### src/rtl/axi4_lite_arbiter.sv
// rtl/axi4_lite_arbiter.sv - two-master to one-slave AXI4-Lite arbiter, independent write/read grants
module axi4_lite_arbiter #(
    parameter bit FAIR = 1'b1
) (
    input  logic        clk,
    input  logic        resetn,
    input  logic [31:0] S0_AXI_AWADDR,
    input  logic        S0_AXI_AWVALID,
    output logic        S0_AXI_AWREADY,
    input  logic [31:0] S0_AXI_WDATA,
    input  logic [3:0]  S0_AXI_WSTRB,
    input  logic        S0_AXI_WVALID,
    output logic        S0_AXI_WREADY,
    output logic [1:0]  S0_AXI_BRESP,
    output logic        S0_AXI_BVALID,
    input  logic        S0_AXI_BREADY,
    input  logic [31:0] S0_AXI_ARADDR,
    input  logic        S0_AXI_ARVALID,
    output logic        S0_AXI_ARREADY,
    output logic [31:0] S0_AXI_RDATA,
    output logic [1:0]  S0_AXI_RRESP,
    output logic        S0_AXI_RVALID,
    input  logic        S0_AXI_RREADY,
    input  logic [31:0] S1_AXI_AWADDR,
    input  logic        S1_AXI_AWVALID,
    output logic        S1_AXI_AWREADY,
    input  logic [31:0] S1_AXI_WDATA,
    input  logic [3:0]  S1_AXI_WSTRB,
    input  logic        S1_AXI_WVALID,
    output logic        S1_AXI_WREADY,
    output logic [1:0]  S1_AXI_BRESP,
    output logic        S1_AXI_BVALID,
    input  logic        S1_AXI_BREADY,
    input  logic [31:0] S1_AXI_ARADDR,
    input  logic        S1_AXI_ARVALID,
    output logic        S1_AXI_ARREADY,
    output logic [31:0] S1_AXI_RDATA,
    output logic [1:0]  S1_AXI_RRESP,
    output logic        S1_AXI_RVALID,
    input  logic        S1_AXI_RREADY,
    output logic [31:0] M_AXI_AWADDR,
    output logic        M_AXI_AWVALID,
    input  logic        M_AXI_AWREADY,
    output logic [31:0] M_AXI_WDATA,
    output logic [3:0]  M_AXI_WSTRB,
    output logic        M_AXI_WVALID,
    input  logic        M_AXI_WREADY,
    input  logic [1:0]  M_AXI_BRESP,
    input  logic        M_AXI_BVALID,
    output logic        M_AXI_BREADY,
    output logic [31:0] M_AXI_ARADDR,
    output logic        M_AXI_ARVALID,
    input  logic        M_AXI_ARREADY,
    input  logic [31:0] M_AXI_RDATA,
    input  logic [1:0]  M_AXI_RRESP,
    input  logic        M_AXI_RVALID,
    output logic        M_AXI_RREADY,
    output logic [1:0]  WGNT,
    output logic [1:0]  RGNT
);

    typedef enum logic {W_IDLE, W_BUSY} w_state_t;
    typedef enum logic {R_IDLE, R_BUSY} r_state_t;

    w_state_t    r_wstate, w_wstate_nxt;
    r_state_t    r_rstate, w_rstate_nxt;
    logic [1:0]  r_wgnt, w_wgnt_nxt, r_rgnt, w_rgnt_nxt;
    logic        r_wlast, w_wlast_nxt, r_rlast, w_rlast_nxt;
    logic        r_aw_done, w_aw_done_nxt, r_w_done, w_w_done_nxt, r_ar_done, w_ar_done_nxt;

    logic        w_wreq0, w_wreq1, w_wpick, w_rreq0, w_rreq1, w_rpick;
    logic        w_wbusy, w_rbusy, w_wsel, w_rsel;
    logic        w_aw_hs, w_w_hs, w_b_hs, w_ar_hs, w_r_hs;

    assign w_wreq0 = S0_AXI_AWVALID | S0_AXI_WVALID;
    assign w_wreq1 = S1_AXI_AWVALID | S1_AXI_WVALID;
    assign w_rreq0 = S0_AXI_ARVALID;
    assign w_rreq1 = S1_AXI_ARVALID;

    // Tie goes to the master not served last (FAIR) or to master 0; a lone requester always wins.
    assign w_wpick = (w_wreq0 & w_wreq1) ? (FAIR ? ~r_wlast : 1'b0) : w_wreq1;
    assign w_rpick = (w_rreq0 & w_rreq1) ? (FAIR ? ~r_rlast : 1'b0) : w_rreq1;

    assign w_wbusy = (r_wstate == W_BUSY);
    assign w_rbusy = (r_rstate == R_BUSY);
    assign w_wsel  = r_wgnt[1];
    assign w_rsel  = r_rgnt[1];
    assign WGNT    = r_wgnt;
    assign RGNT    = r_rgnt;

    assign M_AXI_AWADDR  = w_wbusy ? (w_wsel ? S1_AXI_AWADDR : S0_AXI_AWADDR) : 32'h0;
    assign M_AXI_AWVALID = w_wbusy & ~r_aw_done & (w_wsel ? S1_AXI_AWVALID : S0_AXI_AWVALID);
    assign M_AXI_WDATA   = w_wbusy ? (w_wsel ? S1_AXI_WDATA : S0_AXI_WDATA) : 32'h0;
    assign M_AXI_WSTRB   = w_wbusy ? (w_wsel ? S1_AXI_WSTRB : S0_AXI_WSTRB) : 4'h0;
    assign M_AXI_WVALID  = w_wbusy & ~r_w_done & (w_wsel ? S1_AXI_WVALID : S0_AXI_WVALID);
    assign M_AXI_BREADY  = w_wbusy & (w_wsel ? S1_AXI_BREADY : S0_AXI_BREADY);

    assign S0_AXI_AWREADY = r_wgnt[0] & ~r_aw_done & M_AXI_AWREADY;
    assign S0_AXI_WREADY  = r_wgnt[0] & ~r_w_done & M_AXI_WREADY;
    assign S0_AXI_BVALID  = r_wgnt[0] & M_AXI_BVALID;
    assign S0_AXI_BRESP   = r_wgnt[0] ? M_AXI_BRESP : 2'b00;
    assign S1_AXI_AWREADY = r_wgnt[1] & ~r_aw_done & M_AXI_AWREADY;
    assign S1_AXI_WREADY  = r_wgnt[1] & ~r_w_done & M_AXI_WREADY;
    assign S1_AXI_BVALID  = r_wgnt[1] & M_AXI_BVALID;
    assign S1_AXI_BRESP   = r_wgnt[1] ? M_AXI_BRESP : 2'b00;

    assign M_AXI_ARADDR  = w_rbusy ? (w_rsel ? S1_AXI_ARADDR : S0_AXI_ARADDR) : 32'h0;
    assign M_AXI_ARVALID = w_rbusy & ~r_ar_done & (w_rsel ? S1_AXI_ARVALID : S0_AXI_ARVALID);
    assign M_AXI_RREADY  = w_rbusy & (w_rsel ? S1_AXI_RREADY : S0_AXI_RREADY);

    assign S0_AXI_ARREADY = r_rgnt[0] & ~r_ar_done & M_AXI_ARREADY;
    assign S0_AXI_RVALID  = r_rgnt[0] & M_AXI_RVALID;
    assign S0_AXI_RDATA   = r_rgnt[0] ? M_AXI_RDATA : 32'h0;
    assign S0_AXI_RRESP   = r_rgnt[0] ? M_AXI_RRESP : 2'b00;
    assign S1_AXI_ARREADY = r_rgnt[1] & ~r_ar_done & M_AXI_ARREADY;
    assign S1_AXI_RVALID  = r_rgnt[1] & M_AXI_RVALID;
    assign S1_AXI_RDATA   = r_rgnt[1] ? M_AXI_RDATA : 32'h0;
    assign S1_AXI_RRESP   = r_rgnt[1] ? M_AXI_RRESP : 2'b00;

    assign w_aw_hs = M_AXI_AWVALID & M_AXI_AWREADY;
    assign w_w_hs  = M_AXI_WVALID & M_AXI_WREADY;
    assign w_b_hs  = M_AXI_BVALID & M_AXI_BREADY;
    assign w_ar_hs = M_AXI_ARVALID & M_AXI_ARREADY;
    assign w_r_hs  = M_AXI_RVALID & M_AXI_RREADY;

    // Last-grant pointers reset to master 1 so master 0 takes the first tie.
    always_ff @(posedge clk or negedge resetn) begin
        if (!resetn) begin
            r_wstate  <= W_IDLE;
            r_rstate  <= R_IDLE;
            r_wgnt    <= 2'b00;
            r_rgnt    <= 2'b00;
            r_wlast   <= 1'b1;
            r_rlast   <= 1'b1;
            r_aw_done <= 1'b0;
            r_w_done  <= 1'b0;
            r_ar_done <= 1'b0;
        end else begin
            r_wstate  <= w_wstate_nxt;
            r_rstate  <= w_rstate_nxt;
            r_wgnt    <= w_wgnt_nxt;
            r_rgnt    <= w_rgnt_nxt;
            r_wlast   <= w_wlast_nxt;
            r_rlast   <= w_rlast_nxt;
            r_aw_done <= w_aw_done_nxt;
            r_w_done  <= w_w_done_nxt;
            r_ar_done <= w_ar_done_nxt;
        end
    end

    always_comb begin
        w_wstate_nxt  = r_wstate;
        w_wgnt_nxt    = r_wgnt;
        w_wlast_nxt   = r_wlast;
        w_aw_done_nxt = r_aw_done;
        w_w_done_nxt  = r_w_done;
        if (r_wstate == W_IDLE) begin
            if (w_wreq0 | w_wreq1) begin
                w_wstate_nxt = W_BUSY;
                w_wgnt_nxt   = w_wpick ? 2'b10 : 2'b01;
                w_wlast_nxt  = w_wpick;
            end
        end else begin
            if (w_aw_hs) w_aw_done_nxt = 1'b1;
            if (w_w_hs)  w_w_done_nxt  = 1'b1;
            if (w_b_hs) begin
                w_wstate_nxt  = W_IDLE;
                w_wgnt_nxt    = 2'b00;
                w_aw_done_nxt = 1'b0;
                w_w_done_nxt  = 1'b0;
            end
        end
    end

    always_comb begin
        w_rstate_nxt  = r_rstate;
        w_rgnt_nxt    = r_rgnt;
        w_rlast_nxt   = r_rlast;
        w_ar_done_nxt = r_ar_done;
        if (r_rstate == R_IDLE) begin
            if (w_rreq0 | w_rreq1) begin
                w_rstate_nxt = R_BUSY;
                w_rgnt_nxt   = w_rpick ? 2'b10 : 2'b01;
                w_rlast_nxt  = w_rpick;
            end
        end else begin
            if (w_ar_hs) w_ar_done_nxt = 1'b1;
            if (w_r_hs) begin
                w_rstate_nxt  = R_IDLE;
                w_rgnt_nxt    = 2'b00;
                w_ar_done_nxt = 1'b0;
            end
        end
    end

endmodule

### config.mk
export PLATFORM = sky130hd
export DESIGN_NAME = axi4_lite_arbiter
export DESIGN_NICKNAME = d
export VERILOG_FILES = /design/src/rtl/axi4_lite_arbiter.sv
export SDC_FILE = /design/constraint.sdc
export NUM_CORES = 1
export LEC_CHECK = 0
export ABC_AREA = 1
export CORE_AREA = 2 2 172 174
export CTS_BUF_LIST = sky130_fd_sc_hd__clkbuf_8 sky130_fd_sc_hd__clkbuf_16
export DETAILED_ROUTE_END_ITERATION = 12
export DIE_AREA = 0 0 174 176
export PLACE_DENSITY = 0.39
export SLEW_MARGIN = 20
export SYNTH_ARGS = -nofsm -noshare
export SYNTH_HDL_FRONTEND = slang
export SYNTH_SLANG_ARGS = --single-unit
### constraint.sdc
create_clock -name clk -period 2.7 [get_ports clk]
set_input_delay 0.81 -clock clk [delete_from_list [all_inputs] [get_ports clk]]
set_output_delay 0.81 -clock clk [all_outputs]
set_load 0.1 [all_outputs]
## Word level (Yosys, flattened, before mapping)

Cells that the tools add are included.

| cells by class | value |
|---|---|
| equality and inequality tests | 2 |
| mux-type cells | 41 |
| bitwise logic cells | 42 |
| reduce and logical (&&, ||, !) cells | 12 |

Operators by type and width:

| operator | number |
|---|---|
| 32-bit two-way mux | 8 |
| 1-bit bitwise AND | 31 |
| 2-bit two-way mux | 12 |
| 1-bit two-way mux | 19 |
| 2-bit AND reduction | 7 |
| 2-bit nonzero test | 5 |
| 4-bit two-way mux | 2 |
| 1-bit inverter | 7 |
| 2-bit by 1-bit != test with 1-bit output (second input constant) | 2 |
| 1-bit bitwise OR | 4 |

| storage, ports and cells | value |
|---|---|
| register bits | 11 |
| bits of input ports | 253 |
| output and inout port bits | 191 |

## Logic depth before layout (Yosys ltp)

| depth | value |
|---|---|
| word-level depth | 6 |
| mapped depth | 9 |

## Least setup slack after synthesis

OpenSTA, ideal clock, no wires.

| path | value |
|---|---|
| path kind | register to output |
| start | reg r_wgnt[0] (netlist: WGNT[0]) |
| end | out S0_AXI_AWREADY |
| data arrival time | 3.205 ns |
| path slack | -1.315 ns |
| stages on the path, launching flop included | 3 |
| path buffers | 0 |
| cell sequence | dfrtp_1 inv_1 nor3_1 |

| on the way | value |
|---|---|
| longest elaborated chain between the ends | 2 |

RTL lines:

| what | line | text |
|---|---|---|
| from (decl) | 67 | `logic [1:0] r_wgnt, w_wgnt_nxt, r_rgnt, w_rgnt_nxt;` |
| from (signal assigned) | 141 | `r_wgnt <= w_wgnt_nxt;` |
| 1-bit bitwise AND (2 in a row) | 98 | `assign S0_AXI_AWREADY = r_wgnt[0] & ~r_aw_done & M_AXI_AWREADY;` |
| to (decl) | 9 | `output logic S0_AXI_AWREADY,` |

No other way between the ends.

## Worst setup path after layout

| path | value |
|---|---|
| start | in S0_AXI_WDATA[9] |
| end | out M_AXI_WDATA[9] |

| on the way | value |
|---|---|
| longest elaborated chain between the ends | 2 |

RTL lines:

| what | line | text |
|---|---|---|
| from (decl) | 10 | `input logic [31:0] S0_AXI_WDATA,` |
| 32-bit two-way mux (2 in a row) | 93 | `assign M_AXI_WDATA = w_wbusy ? (w_wsel ? S1_AXI_WDATA : S0_AXI_WDATA) : 32'h0;` |
| to (decl) | 44 | `output logic [31:0] M_AXI_WDATA,` |

No other way between the ends.

==> implementation parameters <==
Parameter                              Value

Logic synthesis
  Synthesis Warnings    0
  Synthesized netlist net count    854
  Largest cells by area after synthesis    nor2_1 28%, o21ai_0 19%, nand2_1 15%
  Cell area after synthesis    0.00277 mm²
  Syn_area_per_cell    4.61 µm²
  #FFs+latches synth    11
  Unique masters post-synth    23
  Sequential cell area fraction in the yosys report    10.0%
  Share of the synthesized area in the top cell type    28.5%
  Cell count after synthesis    601
  Yosys top cell by area    nor2_1

Timing
  Setup repair after global routing missed its margin    false
  Number of max-slew violations in the final report    0
  Setup_tns    0 ns
  Final clock period utilization by the worst path    99.5%
  Worst hold slack    0.462 ns
  Worst rel slew slack    61.3%
  Final critical delay including setup and external delays    2.69 ns
  Worst clock skew on the final layout    0.000189 ns
  Final hold violation count    0
  Setup violations, final    0
  Peak Freq    372 MHz
  Measured slew at the worst slew-check pin    0.578 ns

Route
  Final ANT Viol Nets    0
  DRC violations left    0
  Via Count    5,290
  Number of DRC markers in iteration 0    173
  Detailed-route vias per instance    3.75
  Per-cell routed wire length    15.7 µm
  Total detailed-routing wirelength    22,200 µm
  DRT Pass-1 Iters    4

Placed design
  Post-DP Area    0.0104 mm²
  HPWL reported at the end of detailed placement    19,100 µm
  Port-buffer cells    443
  Weighted congestion at the end of routability-driven global placement    0.766
  Placed cells    1,408

Min path
  Path type of the worst min-delay path    reg -> reg

GRT
  Largest net degree at the start of global routing    55
  GR Util met1    15.0%
  Gr usage total    13.9%
  Initial antenna violation count    0
  GRT busiest layer    met2
  Met2 track demand over resource in global routing    26.3%
  Wire length of the first global-routing pass    32,900 µm
  Aggregate global routing overflow    0
  Vias in the first global route    5,407
  Met3 layer usage reported by global route    5.21%

Worst setup path
  Type of the setup path with the least slack    in -> out
  Launching point of the worst reg2reg path    WGNT[1]
  Setup slack of the worst register-to-register path    1.07 ns
  Crit start category    input pin
  CP Data Required Time    1.89 ns
  Endpoint class of the critical path    output port
  FF-to-FF path depth    7
  Max Fanout on Critical Path    1
  Endpoint of the worst setup timing path    M_AXI_WDATA[9]
  Worst setup path start    S0_AXI_WDATA[9]
  Worst reg2reg endpoint    r_wstate
  Arr. time, crit path    1.88 ns

CTS
  Post-CTS Repair Setup Buffers    0
  Cell at the root of the clock tree    clkbuf_16
  Number of buffers inserted during clock tree synthesis    3
  Clock-pin slew of the registers on the worst-case setup and hold paths    0.04 ns
  H-Tree Level Count    1
  TritonCTS clock tree    done
  Sink count of the clock tree    11
  Later-pin clock latency in the skew report    0.24 ns
  Clk buf depth    2

Floorplan
  Initial Utilization    9.70%
  Core area    0.0285 mm²
  Die extent in x    174 µm
  DIE HEIGHT    176 µm
  Standard-cell row count    62
  Area of the die    0.0306 mm²
  IO Count    444

Cells and area
  Filler cell count in the final layout    2,986
  # nets final    1,282
  Reg area    287 µm²
  Number of cells in the finished layout apart from fillers    1,412
  Diode insertion count for antenna repair    0
  Multi-input combinational cell area    0.00267 mm²
  Cell area after layout    0.0105 mm²
  Most common cell after layout, fill and taps aside    clkdlybuf4s50_1
  Area delta synth->final    279%
  Highest-count cells in the layout ignoring fill and taps    252 x clkdlybuf4s50_1, 196 x buf_12, 108 x nor2_1, 107 x nand2_1, 104 x o21ai_0
  Fraction of final layout cells sized beyond drive strength 1    33.8%

Run
  Max-cap viol count    0

Outcome
  Result of the run    completed
## cells in the mapped netlist, drive strengths merged
| master | n |
|---|---|
| buf | 25 |
| inv | 99 |
| nor2 | 210 |
| o21ai | 104 |
| nand3 | 10 |
| dfrtp | 9 |
| and3 | 2 |
| a21oi | 5 |
| nand2 | 110 |
| nor3 | 4 |
| and2 | 1 |
| nand4 | 2 |
| dfstp | 2 |
| clkbuf | 18 |
## routing by layer
layer / wire length, µm / up-vias / part of all wire (%)
met3: 1990 / 12 / 9.0
li1: - / 2649 / -
met1: 8210 / 2375 / 37
met5: 0 / - / 0
met4: 216 / 0 / 0.97
met2: 11800 / 254 / 53
## final cells by class
| type | instances | share of cell area [%] |
|---|---|---|
| clock buffers | 3 | 0.714 |
| clock inverters | 1 | 0.0357 |
| inverters | 99 | 3.92 |
| multi-input cells | 448 | 25.4 |
| flip-flops and latches | 11 | 2.73 |
| well taps | 384 | 4.57 |
| repair buffers | 466 | 62.6 |
## stage by stage
step / util (%) / worst slack (ns)
3_3_place_gp: 36.5 / -0.0121
3_5_place_dp: 36.5 / 0.00422
5_1_grt: 36.8 / 0.00898
4_1_cts: 36.8 / 0.00755
6_report: 36.8 / 0.0148
2_1_floorplan: - / 0.0000555
## worst max-delay path, cell delays in order
cell	delay, ns
clkdlybuf4s50_1	0.39
o21ai_0	0.43
nor2_4	0.06
buf_12	0.18
## cell families (layout without fill, tap and decap cells)
| group | after synthesis | in the layout | share of synthesized area, % |
|---|---|---|---|
| buffers and inverters | 142 | 569 | 22.4 |
| AND/OR/NAND/NOR | 339 | 339 | 47.9 |
| flip-flops | 11 | 11 | 10.0 |
| AO/OA/AOI/OAI | 109 | 109 | 19.7 |
## worst min path at each step
stage / start / to / slack (ns) / depth (start not counted)
2_1_floorplan: r_wlast / r_wlast / 0.44 / 2
3_3_place_gp: r_wlast / r_wlast / 0.46 / 2
3_5_place_dp: r_wlast / r_wlast / 0.46 / 2
4_1_cts: r_wlast / r_wlast / 0.46 / 2
5_1_grt: r_rlast / r_rlast / 0.49 / 2
6_report: r_wlast / r_wlast / 0.46 / 2
## flip-flops by register name (all words and copies together) (netlist names)
register	cells
RGNT	2
WGNT	2
r_ar_done	1
r_aw_done	1
r_rlast	1
r_rstate	1
r_w_done	1
r_wlast	1
r_wstate	1
## repair_timing
action	CTS	global route
resized for setup	0	2
setup endpoints to repair	0	1
hold buffers	0	0
Power is left out: the tool's default activity adds up to more than one toggle a clock period on the data nets, which glitch-free logic cannot reach.
